### src/rtl/ysyx_22041211_pkg.sv
// Shared types and default widths for the NPC memory arbiter.
// YSYX_22041211_ARB_RR_EN selects round-robin tie-breaking (see arb_pick).
package ysyx_22041211_pkg;

  localparam int DATA_LEN_DEF = 32;
  localparam int ADDR_LEN_DEF = 32;

  typedef enum logic [1:0] {
    IDLE = 2'd0,
    REQ  = 2'd1,
    WAIT = 2'd2
  } state_t;

  typedef enum logic {
    OWNER_IFU = 1'b0,
    OWNER_LSU = 1'b1
  } owner_t;

endpackage

### src/rtl/ysyx_22041211_arb_pick.sv
// Combinational grant selection between IFU and LSU.
// YSYX_22041211_ARB_RR_EN: round-robin on ties; otherwise LSU wins ties.
module ysyx_22041211_arb_pick
  import ysyx_22041211_pkg::*;
(
  input  logic   ifu_valid,
  input  logic   lsu_valid,
`ifdef YSYX_22041211_ARB_RR_EN
  input  owner_t last_grant,
`endif
  output logic   grant_valid,
  output owner_t grant
);

  always_comb begin
    grant_valid = ifu_valid | lsu_valid;
    grant       = OWNER_IFU;
    if (ifu_valid && lsu_valid) begin
`ifdef YSYX_22041211_ARB_RR_EN
      grant = (last_grant == OWNER_IFU) ? OWNER_LSU : OWNER_IFU;
`else
      grant = OWNER_LSU;
`endif
    end else if (lsu_valid) begin
      grant = OWNER_LSU;
    end
  end

endmodule

### src/rtl/ysyx_22041211_mem_arbiter.sv
// Shares one memory port between IFU and LSU, one transaction in flight.
// YSYX_22041211_ARB_RR_EN enables round-robin tie-breaking via last_grant.
//
// state | meaning
// IDLE  | accepting a new request from IFU or LSU
// REQ   | mem_req_valid high, waiting for mem_req_ready
// WAIT  | request taken by memory, waiting for mem_resp_valid
module ysyx_22041211_mem_arbiter
  import ysyx_22041211_pkg::*;
#(
  parameter int DATA_LEN = DATA_LEN_DEF,
  parameter int ADDR_LEN = ADDR_LEN_DEF
) (
  input  logic                  clk,
  input  logic                  rst,
  input  logic                  ifu_req_valid,
  output logic                  ifu_req_ready,
  input  logic [ADDR_LEN-1:0]   ifu_addr,
  output logic                  ifu_resp_valid,
  output logic [DATA_LEN-1:0]   ifu_rdata,
  input  logic                  lsu_req_valid,
  output logic                  lsu_req_ready,
  input  logic [ADDR_LEN-1:0]   lsu_addr,
  input  logic                  lsu_wen,
  input  logic [DATA_LEN-1:0]   lsu_wdata,
  input  logic [DATA_LEN/8-1:0] lsu_wmask,
  output logic                  lsu_resp_valid,
  output logic [DATA_LEN-1:0]   lsu_rdata,
  output logic                  mem_req_valid,
  input  logic                  mem_req_ready,
  output logic [ADDR_LEN-1:0]   mem_addr,
  output logic [DATA_LEN-1:0]   mem_wdata,
  output logic                  mem_wen,
  output logic [DATA_LEN/8-1:0] mem_wmask,
  input  logic                  mem_resp_valid,
  input  logic [DATA_LEN-1:0]   mem_rdata
);

  state_t state, state_nxt;
  owner_t owner;
  owner_t grant;
  logic   grant_valid;
  logic   accept;

`ifdef YSYX_22041211_ARB_RR_EN
  owner_t last_grant;

  always_ff @(posedge clk or negedge rst) begin
    if (!rst)        last_grant <= OWNER_IFU;
    else if (accept) last_grant <= grant;
  end
`endif

  ysyx_22041211_arb_pick u_pick (
    .ifu_valid   (ifu_req_valid),
    .lsu_valid   (lsu_req_valid),
`ifdef YSYX_22041211_ARB_RR_EN
    .last_grant  (last_grant),
`endif
    .grant_valid (grant_valid),
    .grant       (grant)
  );

  assign accept        = (state == IDLE) && grant_valid;
  assign mem_req_valid = (state == REQ);

  always_ff @(posedge clk or negedge rst) begin
    if (!rst) state <= IDLE;
    else      state <= state_nxt;
  end

  always_comb begin
    state_nxt = state;
    case (state)
      IDLE:    if (grant_valid)    state_nxt = REQ;
      REQ:     if (mem_req_ready)  state_nxt = WAIT;
      WAIT:    if (mem_resp_valid) state_nxt = IDLE;
      default: state_nxt = IDLE;
    endcase
  end

  // Payload is only loaded on accept, so it stays frozen through REQ and WAIT.
  always_ff @(posedge clk or negedge rst) begin
    if (!rst) begin
      owner     <= OWNER_IFU;
      mem_addr  <= '0;
      mem_wdata <= '0;
      mem_wen   <= 1'b0;
      mem_wmask <= '0;
    end else if (accept) begin
      owner <= grant;
      if (grant == OWNER_LSU) begin
        mem_addr  <= lsu_addr;
        mem_wdata <= lsu_wdata;
        mem_wen   <= lsu_wen;
        mem_wmask <= lsu_wmask;
      end else begin
        mem_addr  <= ifu_addr;
        mem_wdata <= '0;
        mem_wen   <= 1'b0;
        mem_wmask <= '0;
      end
    end
  end

  always_comb begin
    ifu_req_ready  = 1'b0;
    lsu_req_ready  = 1'b0;
    ifu_resp_valid = 1'b0;
    lsu_resp_valid = 1'b0;
    ifu_rdata      = '0;
    lsu_rdata      = '0;
    if (accept) begin
      ifu_req_ready = (grant == OWNER_IFU);
      lsu_req_ready = (grant == OWNER_LSU);
    end
    if ((state == WAIT) && mem_resp_valid) begin
      if (owner == OWNER_LSU) begin
        lsu_resp_valid = 1'b1;
        lsu_rdata      = mem_rdata;
      end else begin
        ifu_resp_valid = 1'b1;
        ifu_rdata      = mem_rdata;
      end
    end
  end

endmodule
### config.mk
export PLATFORM = sky130hd
export DESIGN_NAME = ysyx_22041211_mem_arbiter
export DESIGN_NICKNAME = d
export VERILOG_FILES = /design/src/rtl/ysyx_22041211_pkg.sv /design/src/rtl/ysyx_22041211_arb_pick.sv /design/src/rtl/ysyx_22041211_mem_arbiter.sv
export SDC_FILE = /design/constraint.sdc
export NUM_CORES = 1
export LEC_CHECK = 0
export ABC_AREA = 1
export ABC_CLOCK_PERIOD_IN_PS = 2680
export CORE_AREA = 2 2 108 110
export DETAILED_ROUTE_END_ITERATION = 12
export DIE_AREA = 0 0 110 112
export GPL_TIMING_DRIVEN = 1
export MAX_ROUTING_LAYER = met4
export PLACE_DENSITY = 0.86
export SYNTH_ARGS = -nofsm -noshare
export SYNTH_HDL_FRONTEND = slang
export SYNTH_SLANG_ARGS = --single-unit
export TNS_END_PERCENT = 50
### constraint.sdc
create_clock -name clk -period 2.68 [get_ports clk]
set_clock_uncertainty 0.2 [all_clocks]
set_input_delay 0.402 -clock clk [delete_from_list [all_inputs] [get_ports clk]]
set_output_delay 0.402 -clock clk [all_outputs]
set_load 0.05 [all_outputs]
# After elaboration in Yosys (flattened, before gate mapping)
# Cells that the tools add are included.
[op_classes]
n_addsub = 0
multipliers = 0
n_div = 0
magnitude_cmp = 0
eq_ne = 5
shifts = 0
mux = 20
bitwise = 2
n_reduce_logical = 5
[ops]
columns = ["op", "count"]
rows = [
  ["32-bit 2-to-1 mux", 6],
  ["1-bit 2-to-1 mux", 9],
  ["2-bit 2-to-1 mux", 3],
  ["2-bit case mux with 3 select lines", 1],
  ["4-bit 2-to-1 mux", 1],
  ["2-bit inequality test (second input constant)", 2],
  ["1-bit logical AND", 3],
  ["3-bit AND reduction", 1],
  ["2-bit by 1-bit equality test with 1-bit output (second input constant)", 1],
  ["2-bit equality test (second input constant)", 1],
  ["2-bit logical NOT", 1],
  ["2-bit by 1-bit inequality test with 1-bit output (second input constant)", 1],
  ["1-bit NOT", 1],
  ["1-bit bitwise OR", 1],
]
[word_totals]
ff_bits = 72
latch_bits = 0
ram_bits = 0
mem_bits_ro = 0
inputBits = 139
output_inout_bits = 138
elab_cells = 38
n_memories = 0

# Logic depth before layout (Yosys ltp)
# Gate-level depths: netlist (run 1).
[depth]
word_depth = 4
mapped_depth = 7
ltp_nobuf = 5

# Modules after synthesis
# From an unflattened synthesis (run 1), not the netlist that was laid out.
[unflattened]
hier_cells = 541
area_unflattened_um2 = 4035.1
[modules_own_cells]
columns = ["module", "instances", "cells_per_inst", "area_each_um2", "seq_area_each_um2"]
rows = [
  ["ysyx_22041211_mem_arbiter", 1, 537, 4020.1, 1801.7],
  ["ysyx_22041211_arb_pick", 1, 4, 15.0, 0.0],
]

# Least setup slack after synthesis (run 1)
# No wires, ideal clock.
[synth_timing]
kind = "register to output"
from = "reg owner"
to = "out lsu_rdata[12]"
arrival_time_ns = 1.873
required_time_ns = 2.078
path_slack_ns = 0.205
stages_incl_launch_ff = 5
path_buffers = 2
path_cell_list = "dfrtp_1 buf_2 inv_1 buf_2 nor3_1"
[synth_between]
elab_chain_len = 2
[synth_lines]
columns = ["element", "line_no", "text"]
rows = [
  ["start: declaration", "ysyx_22041211_mem_arbiter.sv:40", "owner_t owner;"],
  ["start signal: assignment", "ysyx_22041211_mem_arbiter.sv:91", "owner <= grant;"],
  ["32-bit 2-to-1 mux", "ysyx_22041211_mem_arbiter.sv:118", "if (owner == OWNER_LSU) begin"],
  ["32-bit 2-to-1 mux", "ysyx_22041211_mem_arbiter.sv:117", "if ((state == WAIT) && mem_resp_valid) begin"],
  ["end: declaration", "ysyx_22041211_mem_arbiter.sv:28", "output logic [DATA_LEN-1:0] lsu_rdata,"],
]
# No other way between the ends.

# Worst setup path in the final report (run 1)
[layout_timing]
from = "reg state[1]"
to = "out mem_req_valid"
[layout_between]
elab_chain_len = 1
[layout_lines]
columns = ["element", "line_no", "text"]
rows = [
  ["start: declaration", "ysyx_22041211_mem_arbiter.sv:39", "state_t state, state_nxt;"],
  ["start signal: assignment", "ysyx_22041211_mem_arbiter.sv:69", "else state <= state_nxt;"],
  ["2-bit by 1-bit equality test with 1-bit output", "ysyx_22041211_mem_arbiter.sv:65", "assign mem_req_valid = (state == REQ);"],
  ["end: declaration", "ysyx_22041211_mem_arbiter.sv:29", "output logic mem_req_valid,"],
]
# No other way between the ends.

==> flow_metrics.py, run 1 <==
metrics = {
    "global_routing": {
        "grt_max_degree": 73,
        "grt_antenna_before_repair": 1,
        "grt_overflow_total": 0,
        "grtUsageTotal_pct": 22.8,
        "grt_pass1_vias": 4408,
        "grt_pass1_wl_microns": 21400,
    },
    "clock_tree": {
        "cts-resized-gates": 0,
        "cts.hold.buffers_added": 0,
        "path_clk_slew_ns": 0.06,
        "cts_buffers": 9,
        "clkSinkCount": 72,
        "cts_tree": "built",
        "cts_buffer_depth": 2,
        "postCtsSetupBuffers": 0,
        "clkLatencyLatePin_ns": 0.32,
        "htreeDepth": 3,
        "clockRootBuffer": "clkbuf_16",
    },
    "sta": {
        "rsz0062_at_grt": "no",
        "hold_viol": 2,
        "fin_crit_ns": 2.50,
        "worst_pin_slew_ns": 0.912,
        "tns_ns": 0,
        "slew_headroom_pct": 39.2,
        "slew_viol_final": 0,
        "max_freq_mhz": 400,
        "post-route-period-util_pct": 93.2,
        "setup_viol": 0,
        "hold_ws_ns": -0.00362,
    },
    "floorplan": {
        "start_util_pct": 35.3,
        "die_area_sq_um": 12300,
        "ioPinCount": 277,
        "die-width_microns": 110,
        "fp.dieH_microns": 112,
        "core-area_sq_um": 11200,
        "row_count": 39,
    },
    "logic_synthesis": {
        "avgSynthCellArea_sq_um": 7.36,
        "syn_nets": 675,
        "ys.warnings.count": 0,
        "ys_seq_area_share_pct": 45.6,
        "synth.ff_latch_count": 72,
        "synth_cells": 536,
        "syn_area_sq_um": 3950,
        "synth_cell_type_count": 16,
    },
    "power_and_ir_drop": {
        "clkPwrFrac_pct": 14.9,
        "power_w": 0.00802,
        "pwr-share-seq_pct": 23.4,
        "max-vdd-ir-drop_mv": 0.735,
        "switching_share_pct": 50.7,
        "power_leakage_nw": 3.70,
        "power_density_nw_per_um2": 1030,
        "p_comb_share_pct": 61.6,
        "p_sw_w": 0.00407,
        "power.internal_w": 0.00395,
    },
    "final_layout": {
        "layout_commonest_cell": "nand2_1",
        "nFillCells": 829,
        "layout_common_cells": "nand2_1, clkdlybuf4s50_1, dfrtp_1, buf_12, nor3_2",
        "drive_above_1_share_pct": 17.6,
        "fin_nets": 933,
        "syn_to_final_growth_pct": 97.0,
    },
    "worst_setup_path": {
        "crit_arrival_ns": 1.90,
        "crit_fanout": 5,
        "worst-setup-path-type": "reg -> out",
        "cp_data_required_time_ns": 2.08,
        "end_kind": "primary output",
        "start_kind": "flip-flop",
    },
    "drt": {
        "firstDrtPassIters": 4,
        "viasPerCell": 4.62,
        "wl_met3_microns": 1140,
        "drt_wl_total_microns": 13300,
        "wl_per_cell_microns": 14.1,
        "wl_met2_microns": 6780,
        "ant_nets": 0,
        "first_iter_violations": 243,
        "drc": 0,
        "routed.top_layer": "met4",
        "vias": 4354,
        "wl_met1_microns": 5010,
    },
    "placement": {
        "dp_hpwl_microns": 10300,
        "numPortBuffers": 276,
        "globalplace.congestion": 0.815,
    },
    "flow_run": {
        "max-cap-violations": 0,
    },
    "run_status": {
        "status": "finished, violations left",
        "violations": "negative hold slack",
    },
    "hold_path": {
        "hp-class": "in -> async",
    },
}
[state kept, by name (all words and copies together) (netlist names)]
| signal | cells |
|---|---|
| mem_wmask | 4 |
| mem_wdata | 32 |
| state | 2 |
| mem_addr | 32 |
| owner | 1 |
| mem_wen | 1 |
[per-stage QoR]
stage,utilization [%],std cells,area (sq um),setup WS [ns],hold WS [ns]
5_1_grt,69.6,943,7780,0.0930,0.0854
4_1_cts,69.6,942,7770,0.0819,0.0321
3_5_place_dp,66.9,926,7470,0.194,0.258
3_3_place_gp,66.9,926,7470,0.284,0.253
2_1_floorplan,-,536,3950,0.205,-0.0936
6_report,69.6,943,7780,0.182,-0.00362
[Yosys cell counts]
cell type	count	area [sq um]
buf_1	2	7.51
buf_2	23	115
buf_4	2	15.0
buf_6	4	45.0
clkbuf_1	8	30.0
dfrtp_1	72	1800
inv_1	39	146
inv_2	1	3.75
nand2_1	274	1030
nand2_2	1	6.26
nand3_1	38	190
nor2_1	4	15.0
nor2_2	2	12.5
nor3_1	24	120
nor3_2	40	400
o21ai_0	2	10.0
[kinds of logic (layout without fill, tap and decap cells)]
kind of cell | count (synthesis) | after routing | share of synthesized area, %
compound gates | 2 | 2 | 0.254
buf+inv | 79 | 342 | 9.19
flops | 72 | 72 | 45.6
other cells | 0 | 1 | 0
simple gates | 383 | 383 | 44.9
[path summary, 6_finish.rpt]
check / start / to / slack (ns) / depth (start not counted)
max: state[1]$_DFFE_PN0P_ / mem_req_valid / 0.18 / 2
min: rst / mem_wdata[11]$_DFFE_PN0N_ / -0.004 / 1
max reg2reg: state[1]$_DFFE_PN0P_ / mem_wdata[31]$_DFFE_PN0N_ / 0.95 / 5
min reg2reg: mem_wdata[5]$_DFFE_PN0N_ / mem_wdata[5]$_DFFE_PN0N_ / 0.27 / 2
max in group asynchronous: rst / owner$_DFFE_PN0N_ / 1.61 / 1
min in group clk: lsu_req_valid / owner$_DFFE_PN0N_ / 0.21 / 3
[power groups by stage]
| stage | logic, W | registers (W) | clock network [W] |
|---|---|---|---|
| 2_1_floorplan | 0.00155 | 0.00342 | 0 |
| 5_1_grt | 0.00524 | 0.00193 | 0.00127 |
| 3_3_place_gp | 0.00491 | 0.00186 | 0 |
| 4_1_cts | 0.00498 | 0.00188 | 0.00122 |
| 3_5_place_dp | 0.00497 | 0.00188 | 0 |
| 6_report | 0.00494 | 0.00188 | 0.00120 |
[worst max-delay path, cell delays in order, from the launching register on]
cell and delay, ns:
dfrtp_1 0.45, nor2_1 0.23, clkdlybuf4s50_1 0.88
[layout make-up]
class	instances	area [sq um]	share of cell area [%]
Clock buffer	11	243	3.12
Sequential cell	72	1800	23.2
Antenna cell	1	2.50	0.0322
Clock inverter	5	56.3	0.724
Tap cell	143	179	2.30
Multi-Input combinational cell	385	1800	23.1
Timing Repair Buffer	286	3550	45.6
Inverter	40	150	1.93
[per-layer routing]
layer / global-route usage, % / vias up
met5: - / -
met4: 8.95 / 0
met3: 5.97 / 30
met2: 39.1 / 196
met1: 24.7 / 1966
li1: - / 2162
(Power assumes the default switching activity.)
==> inputs of run 2 (changes only) <==
- ABC_CLOCK_PERIOD_IN_PS: 2680 -> unset
- TNS_END_PERCENT: 50 -> unset
==> results of run 2 <==
No change in the layout: final DEF, timing and power equal those of run 1.
